### config.mk
export PLATFORM = sky130hd
export DESIGN_NAME = jht_update_queue_flat
export DESIGN_NICKNAME = d
export VERILOG_FILES = /design/src/rtl/jht_update_queue_if.sv /design/src/rtl/jht_update_queue.sv /design/src/flat_wrapper.sv
export SDC_FILE = /design/constraint.sdc
export NUM_CORES = 1
export LEC_CHECK = 0
export ABC_AREA = 0
export CAP_MARGIN = 10
export CORE_UTILIZATION = 48
export CTS_CLUSTER_DIAMETER = 60
export DETAILED_ROUTE_END_ITERATION = 10
export GPL_ROUTABILITY_DRIVEN = 0
export PLACE_DENSITY_LB_ADDON = 0.15
export SLEW_MARGIN = 15
export SYNTH_ARGS = -nofsm -noshare
export SYNTH_HDL_FRONTEND = slang
export SYNTH_SLANG_ARGS = --single-unit
### constraint.sdc
create_clock -name clk -period 5.4 [get_ports clk]
set_input_delay 1.35 -clock clk [delete_from_list [all_inputs] [get_ports clk]]
set_output_delay 1.35 -clock clk [all_outputs]
set_load 0.005 [all_outputs]
### src/rtl/jht_update_queue_if.sv
// rtl/jht_update_queue_if.sv - EXE-side and table-side handshake bundle for the jump history update queue
interface jht_update_queue_if;
   logic        exe_valid;
   logic [31:0] exe_pc;
   logic [31:0] exe_dest;
   logic        exe_pred_hit;
   logic [31:0] exe_pred_pc;
   logic        exe_ready;
   logic        upd_valid;
   logic [31:0] upd_pc;
   logic [31:0] upd_dest;
   logic        upd_ready;

   // queue side: consumes resolved jumps, produces table writes
   modport master (
      input  exe_valid, exe_pc, exe_dest, exe_pred_hit, exe_pred_pc,
      output exe_ready,
      output upd_valid, upd_pc, upd_dest,
      input  upd_ready
   );

   // environment side: EXE stage and the table write port
   modport slave (
      output exe_valid, exe_pc, exe_dest, exe_pred_hit, exe_pred_pc,
      input  exe_ready,
      input  upd_valid, upd_pc, upd_dest,
      output upd_ready
   );
endinterface

### src/rtl/jht_update_queue.sv
// rtl/jht_update_queue.sv - jump history table writer with mispredict redirect; optional stats via JHT_UQ_STATS_EN
module jht_update_queue #(
   parameter int DEPTH = 4
) (
   input  logic                clk,
   input  logic                resetn,
   jht_update_queue_if.master  q,
   output logic                mispredict,
   output logic [31:0]         redirect_pc,
   output logic [31:0]         stat_resolved,
   output logic [31:0]         stat_mispredict
);
   localparam int PTR_BITS = $clog2(DEPTH);
   localparam int CNT_BITS = $clog2(DEPTH + 1);

   logic [PTR_BITS-1:0] head;
   logic [PTR_BITS-1:0] tail;
   logic [PTR_BITS-1:0] tail_prev;
   logic [CNT_BITS-1:0] count;
   logic [31:0]         pc_mem   [DEPTH];
   logic [31:0]         dest_mem [DEPTH];

   logic accept;
   logic correct;
   logic duplicate;
   logic enq;
   logic deq;

   // Slot freed by a same-cycle dequeue is not offered to EXE until the next cycle.
   assign q.exe_ready = (count != CNT_BITS'(DEPTH));
   assign q.upd_valid = (count != '0);
   assign q.upd_pc    = pc_mem[head];
   assign q.upd_dest  = dest_mem[head];

   assign accept    = q.exe_valid && q.exe_ready;
   assign correct   = q.exe_pred_hit && (q.exe_pred_pc == q.exe_dest);
   assign tail_prev = tail - PTR_BITS'(1);
   // Youngest entry is compared even if it is leaving this cycle; the table gets it anyway.
   assign duplicate = (count != '0) && (pc_mem[tail_prev] == q.exe_pc)
                                    && (dest_mem[tail_prev] == q.exe_dest);
   assign enq       = accept && !correct && !duplicate;
   assign deq       = q.upd_valid && q.upd_ready;

   // Entry storage: written at the tail on enqueue, no reset needed.
   always_ff @(posedge clk) begin
      if (enq) begin
         pc_mem[tail]   <= q.exe_pc;
         dest_mem[tail] <= q.exe_dest;
      end
   end

   // Pointers, occupancy and the one-cycle redirect pulse.
   always_ff @(posedge clk or negedge resetn) begin
      if (!resetn) begin
         head        <= '0;
         tail        <= '0;
         count       <= '0;
         mispredict  <= 1'b0;
         redirect_pc <= '0;
      end else begin
         if (enq) tail <= tail + PTR_BITS'(1);
         if (deq) head <= head + PTR_BITS'(1);
         case ({enq, deq})
            2'b10:   count <= count + CNT_BITS'(1);
            2'b01:   count <= count - CNT_BITS'(1);
            default: count <= count;
         endcase
         mispredict <= accept && !correct;
         if (accept && !correct) redirect_pc <= q.exe_dest;
      end
   end

`ifdef JHT_UQ_STATS_EN
   // Saturating accepted-jump and mispredict counters.
   always_ff @(posedge clk or negedge resetn) begin
      if (!resetn) begin
         stat_resolved   <= '0;
         stat_mispredict <= '0;
      end else begin
         if (accept && (stat_resolved != 32'hFFFF_FFFF))
            stat_resolved <= stat_resolved + 32'd1;
         if (accept && !correct && (stat_mispredict != 32'hFFFF_FFFF))
            stat_mispredict <= stat_mispredict + 32'd1;
      end
   end
`else
   assign stat_resolved   = '0;
   assign stat_mispredict = '0;
`endif
endmodule

### src/flat_wrapper.sv
// flat-port wrapper written by rule: the top's interface ports become plain ports
module jht_update_queue_flat 
#(
   parameter int DEPTH = 4
)
  (clk, resetn, mispredict, redirect_pc, stat_resolved, stat_mispredict, q_exe_valid, q_exe_pc, q_exe_dest, q_exe_pred_hit, q_exe_pred_pc, q_exe_ready, q_upd_valid, q_upd_pc, q_upd_dest, q_upd_ready);
  jht_update_queue_if q_i ();
  input  logic clk;
  input  logic resetn;
  output logic mispredict;
  output logic [31:0] redirect_pc;
  output logic [31:0] stat_resolved;
  output logic [31:0] stat_mispredict;
  input wire logic [$bits(q_i.exe_valid)-1:0] q_exe_valid;
  input wire logic [$bits(q_i.exe_pc)-1:0] q_exe_pc;
  input wire logic [$bits(q_i.exe_dest)-1:0] q_exe_dest;
  input wire logic [$bits(q_i.exe_pred_hit)-1:0] q_exe_pred_hit;
  input wire logic [$bits(q_i.exe_pred_pc)-1:0] q_exe_pred_pc;
  output wire logic [$bits(q_i.exe_ready)-1:0] q_exe_ready;
  output wire logic [$bits(q_i.upd_valid)-1:0] q_upd_valid;
  output wire logic [$bits(q_i.upd_pc)-1:0] q_upd_pc;
  output wire logic [$bits(q_i.upd_dest)-1:0] q_upd_dest;
  input wire logic [$bits(q_i.upd_ready)-1:0] q_upd_ready;
  assign q_i.exe_valid = q_exe_valid;
  assign q_i.exe_pc = q_exe_pc;
  assign q_i.exe_dest = q_exe_dest;
  assign q_i.exe_pred_hit = q_exe_pred_hit;
  assign q_i.exe_pred_pc = q_exe_pred_pc;
  assign q_exe_ready = q_i.exe_ready;
  assign q_upd_valid = q_i.upd_valid;
  assign q_upd_pc = q_i.upd_pc;
  assign q_upd_dest = q_i.upd_dest;
  assign q_i.upd_ready = q_upd_ready;
  jht_update_queue #(.DEPTH(DEPTH)) u_core (.clk(clk), .resetn(resetn), .q(q_i), .mispredict(mispredict), .redirect_pc(redirect_pc), .stat_resolved(stat_resolved), .stat_mispredict(stat_mispredict));
endmodule
==> results.toml, run 1 <==
[synth]
synth_xor_xnor_area_share = 0.05215
synth_top_family_by_area = "multiplexers"
synth_commonest_cells = "edfxtp_1, mux4_2, buf_4"
synthDistinctLibCells = 51
yosys-top-cells-area = "edfxtp_1, mux4_2, dfrtp_1"
synth_compound_area_frac = 0.02910
yosysMostFrequentCell = "edfxtp_1"
synth_fa_ha_area_frac = 0.005785
synthArstFlopShare = 0.1351
synth_edf_count = 256
muxShareOfSynthArea = 0.2250
synth_flop_cell = "edfxtp_1"
ys_seq_elements = 296
synth-simple-area-share = 0.02814
syn_area_mm2 = 0.01427
synth_area_leader_cell = "edfxtp_1"
synth_top_area_frac = 0.5385
yosysWarnings = 0
synthCells = 822
synth-seq-area-share = 0.6086
synth.avg_cell_area_um2 = 17.37

[die]
die_h_um = 174.5
dieArea_mm2 = 0.03043
initial_core_util = 0.4920
die_x_um = 174.5
io_pins = 264
core_mm2 = 0.02901
num_rows = 62

[min_path]
min-delay-start = "u_core.count[2]"
hold_class = "reg -> reg"

[clock_network]
clkLatencyLatePin_ns = 0.56
ctsResizeCount = 0
clkTransAtPathRegs_ns = 0.06
cts_buffer_depth = 3
tritoncts = "done"
post_cts_buffers = 0
htree_levels = 1
numCtsBuffers = 30
root_buffer = "clkbuf_16"
cts_hold_buf = 0
clock_sinks = 296

[timing]
slew_violations = 0
rsz0062_at_grt = "false"
setup_violations = 0
fin_ws_ns = 0.7074
max_freq_mhz = 213.1
finClkSkew_ns = 0.02256
setup_tns_ns = 0
fin_crit_ns = 4.693
finalHoldViolations = 0
relSlewSlack = 0.4056
min_period_over_period = 0.8690
worst_slew_pin_slew_ns = 0.8916

[routing]
dr.pass1.iters = 4
drt-initial-drc-count = 766
num_vias = 8309
avgRoutedWirePerCell_um = 24.13
vias_per_cell = 5.746
drc = 0
antenna_left = 0
routed_wl_um = 34900

[placement]
port_buffers = 199
dp_hpwl_um = 23280
place_ws_ns = 0.4836
placed_area_mm2 = 0.01659

[critical_path]
r2r_start = "u_core.tail[1]"
cp-end-kind = "flip-flop"
arrival_ns = 5.17
crit_required_ns = 5.88
cp-start-kind = "flip-flop"
worstSetupPathType = "reg -> reg"
startpoint = "u_core.tail[1]"
crit_path_max_fanout = 31

[global_route]
track_usage = 0.2341
grt_pass1_vias = 8478
overflow = 0
antenna_found_initial = 1
grt_max_degree = 75
grt_pass1_wl_um = 53010

[finish]
final_area_mm2 = 0.01758
area_growth_pct = 23.15
fill_cells = 2210
layout.nets = 1146
post-route-util = 0.6059
drive_gt1_frac = 0.2034
diodes = 0

[power_and_ir_drop]
ir_drop_mv = 0.3739
p_leak_nw = 6.087
p_per_area_mw_per_mm2 = 575.3

[flow_run]
drv_cap = 0

[outcome]
outcome = "complete, no violations"
flip-flops by register name (all words and copies together) (netlist names):
| signal | flops |
|---|---|
| u_core.dest_mem | 128 |
| u_core.tail | 2 |
| u_core.head | 2 |
| u_core.count | 3 |
| u_core.mispredict | 1 |
| u_core.pc_mem | 128 |
| u_core.redirect_pc | 32 |
layer usage:
| metal | vias to the layer above | GRT usage | wire [um] |
|---|---|---|---|
| met5 | - | 0 | 0 |
| li1 | 3605 | - | - |
| met4 | 0 | 0.06652 | 879 |
| met1 | 4265 | 0.3385 | 15300 |
| met3 | 51 | 0.04921 | 2561 |
| met2 | 388 | 0.3599 | 16160 |
placed cells by master, fill, tap and decap left out, drive strengths merged, types with 9 or more instances in the layout:
cell type      instances
a21oi                  9
buf                   25
clkbuf                37
clkdlybuf4s50        198
clkinv                10
conb                  64
dfrtp                 40
edfxtp               256
inv                   10
mux2                  33
mux2i                 52
mux4                 103
nand2                 15
nand4                 10
nor2                  11
nor4                  11
o21ai                 10
xnor2                 45
xor2                  40
worst max-delay path: stages, from the launching register on:
cell	delay [ns]
dfrtp_1	0.40
inv_1	0.10
ha_4	0.67
buf_4	0.40
mux2i_1	0.35
o221ai_1	0.16
o21ai_0	0.15
nand4_1	0.17
or4_1	0.54
nor4_1	0.24
a31oi_1	0.28
inv_1	0.14
ha_1	0.18
inv_1	0.06
fa_1	0.37
xor2_1	0.15
nor2_1	0.11
xor2_1	0.16
per-stage QoR:
step	hold WS, ns	total power, mW	instances
floorplan	0.4555	6.191	885
detailed placement	0.4801	8.093	1391
global route	0.5178	10.60	1446
finish	0.4961	10.11	1446
global placement	0.4679	8.093	1391
CTS	0.4946	10.21	1446
where the power goes:
group / total [mW] / switching, mW / internal (mW)
Sequential: 3.41 / 0.373 / 3.04
Combinational: 4.61 / 2.15 / 2.46
Clock: 2.10 / 0.860 / 1.24
Total: 10.1 / 3.38 / 6.73
layout make-up:
cell class,count,area [um2],share of cell area
Multi-Input combinational cell,478,5114,0.2909
Tap cell,384,480.5,0.02733
Sequential cell,296,8700,0.4949
Clock inverter,18,195.2,0.01110
Inverter,10,37.54,0.002135
Clock buffer,37,798.3,0.04541
Timing Repair Buffer,223,2255,0.1283
kinds of logic (layout without fill, tap and decap cells):
group | count (synthesis) | after routing
adders and majority gates | 6 | 6
buffers and inverters | 111 | 288
AOI/OAI and AO/OA | 59 | 59
and+or+nand+nor | 76 | 76
xor gates and xnor gates | 85 | 85
other | 1 | 64
DFF | 296 | 296
muxes | 188 | 188
path summary, 6_finish.rpt:
| path | depth (start not counted) | slack [ns] | to |
|---|---|---|---|
| worst max register to register | 17 | 0.71 | u_core.count[2] |
| worst max-delay path | 17 | 0.71 | u_core.count[2] |
| min in group asynchronous | 2 | 0.88 | u_core.redirect_pc[28] |
| max in group asynchronous | 2 | 4.09 | u_core.head[1] |
| worst min register to register | 1 | 0.50 | u_core.count[2] |
| worst min-delay path | 1 | 0.50 | u_core.count[2] |
No activity file was read; power rests on OpenSTA's default activity.
==> run 2, diff against run 1 <==
--- a/config.mk
+++ b/config.mk
@@ -7,6 +7,7 @@
 export LEC_CHECK = 0
 export ABC_AREA = 0
 export CAP_MARGIN = 10
+export CORE_MARGIN = 5
 export CORE_UTILIZATION = 48
 export CTS_CLUSTER_DIAMETER = 60
 export DETAILED_ROUTE_END_ITERATION = 10
==> results.toml, run 2 (synthesized netlist as in run 1, its figures left out) <==
[timing]
relSlewSlack = 0.2739
fin_crit_ns = 4.638
worst_slew_pin_slew_ns = 1.089
setup_violations = 0
max_freq_mhz = 215.6
finalHoldViolations = 0
fin_ws_ns = 0.7619
min_period_over_period = 0.8589
setup_tns_ns = 0
slew_violations = 0
finClkSkew_ns = 0.01325
rsz0062_at_grt = "false"

[critical_path]
crit_path_max_fanout = 28
worstSetupPathType = "reg -> reg"
crit_required_ns = 5.87
arrival_ns = 5.11
cp-start-kind = "flip-flop"
cp-end-kind = "flip-flop"

[routing]
drc = 0
antenna_left = 0
drt-initial-drc-count = 770
dr.pass1.iters = 5
num_vias = 8258
avgRoutedWirePerCell_um = 24.49
vias_per_cell = 5.683
routed_wl_um = 35580

[placement]
placed_area_mm2 = 0.01655
dp_hpwl_um = 23730
port_buffers = 199
place_ws_ns = 0.4007

[flow_run]
drv_cap = 0

[clock_network]
htree_levels = 1
ctsResizeCount = 0
root_buffer = "clkbuf_16"
clock_sinks = 296
cts_buffer_depth = 3
tritoncts = "done"
cts_hold_buf = 0
post_cts_buffers = 0
numCtsBuffers = 31
clkLatencyLatePin_ns = 0.56
clkTransAtPathRegs_ns = 0.06

[power_and_ir_drop]
ir_drop_mv = 0.3656
seqPwrFrac = 0.333
clockPowerShare = 0.201
sw_frac_of_total = 0.3377
p_comb_frac = 0.466
intPower_mw = 6.665
p_leak_nw = 6.067
power_switching_mw = 3.398
p_per_area_mw_per_mm2 = 574.5

[die]
core_mm2 = 0.02948
initial_core_util = 0.4842
dieArea_mm2 = 0.03329
num_rows = 63
die_h_um = 182.5
io_pins = 264
die_x_um = 182.5

[global_route]
grt_max_degree = 75
track_usage = 0.2088
overflow = 0
grt_pass1_wl_um = 52560
antenna_found_initial = 0
grt_pass1_vias = 8304

[finish]
diodes = 0
area_growth_pct = 22.72
drive_gt1_frac = 0.2023
layout.nets = 1146
post-route-util = 0.5942
final_cell_mix = "edfxtp_1, clkdlybuf4s50_1, mux4_2"
reg_top3 = "u_core.dest_mem (128), u_core.pc_mem (128), u_core.redirect_pc (32)"
layout.cells.most_common = "edfxtp_1"
final_area_mm2 = 0.01752

[outcome]
outcome = "complete, no violations"

[min_path]
hold_class = "reg -> reg"
==> run 2: cell count changes in the layout (fill, tap and decap cells not counted), moves of 2 or more <==
cell | before | now
and2_2 | 4 | 0
and2_4 | 0 | 4
buf_12 | 7 | 4
buf_4 | 17 | 19
bufinv_16 | 4 | 2
inv_6 | 0 | 2
==> run 2: metal layers <==
layer | global-route usage | wire, um | vias up
met1 | 0.3093 | 15170 | 4191
met3 | 0.05521 | 3416 | 50
li1 | - | - | 3608
met2 | 0.3148 | 16240 | 409
met5 | 0 | 0 | -
met4 | 0.04653 | 755 | 0
==> run 2: stage by stage <==
stage | std cells | total power [mW] | hold slack (ns)
final | 1453 | 10.06 | 0.4916
after global routing | 1453 | 10.58 | 0.5209
after CTS | 1453 | 10.18 | 0.4937
after detailed placement | 1396 | 8.128 | 0.4819
after global placement | 1396 | 8.138 | 0.4685
after floorplan | 885 | 6.191 | 0.4555
==> run 2: cell type report <==
class / instances / area, um2
fill: 2242 / 11960
clock buffer: 39 / 815.8
inverter: 10 / 37.54
multi-input combinational: 478 / 5119
sequential: 296 / 8700
clock inverter: 18 / 148.9
tap: 390 / 488.0
timing repair buffer: 222 / 2210
==> run 2: power groups by stage <==
stage	sequential (mW)	combinational [mW]	clock [mW]
final	3.35	4.69	2.03
after global routing	3.41	5.00	2.17
after CTS	3.36	4.76	2.06
after detailed placement	3.40	4.73	0
after global placement	3.38	4.76	0
after floorplan	3.24	2.95	0
==> run 2: final timing paths <==
check,cells past startpoint,start,endpoint,slack (ns)
setup / recovery,17,u_core.tail[1],u_core.count[2],0.76
hold / removal,1,u_core.count[0],u_core.count[0],0.49
setup reg to reg,17,u_core.tail[1],u_core.count[2],0.76
hold reg to reg,1,u_core.count[0],u_core.count[0],0.49
max in group asynchronous,2,resetn,u_core.head[1],4.07
min in group asynchronous,2,resetn,u_core.redirect_pc[15],0.88
==> run 2: critical path: stages, from the launching register on <==
cell and delay [ns]:
dfrtp_1 0.39, inv_1 0.10, ha_4 0.63, buf_4 0.34, mux2i_1 0.33, o221ai_1 0.18, o21ai_0 0.15, nand4_1 0.14
or4_1 0.55, nor4_1 0.26, a31oi_1 0.30, inv_1 0.13, ha_1 0.18, inv_1 0.06, fa_1 0.37, xor2_1 0.15
nor2_1 0.12, xor2_1 0.17
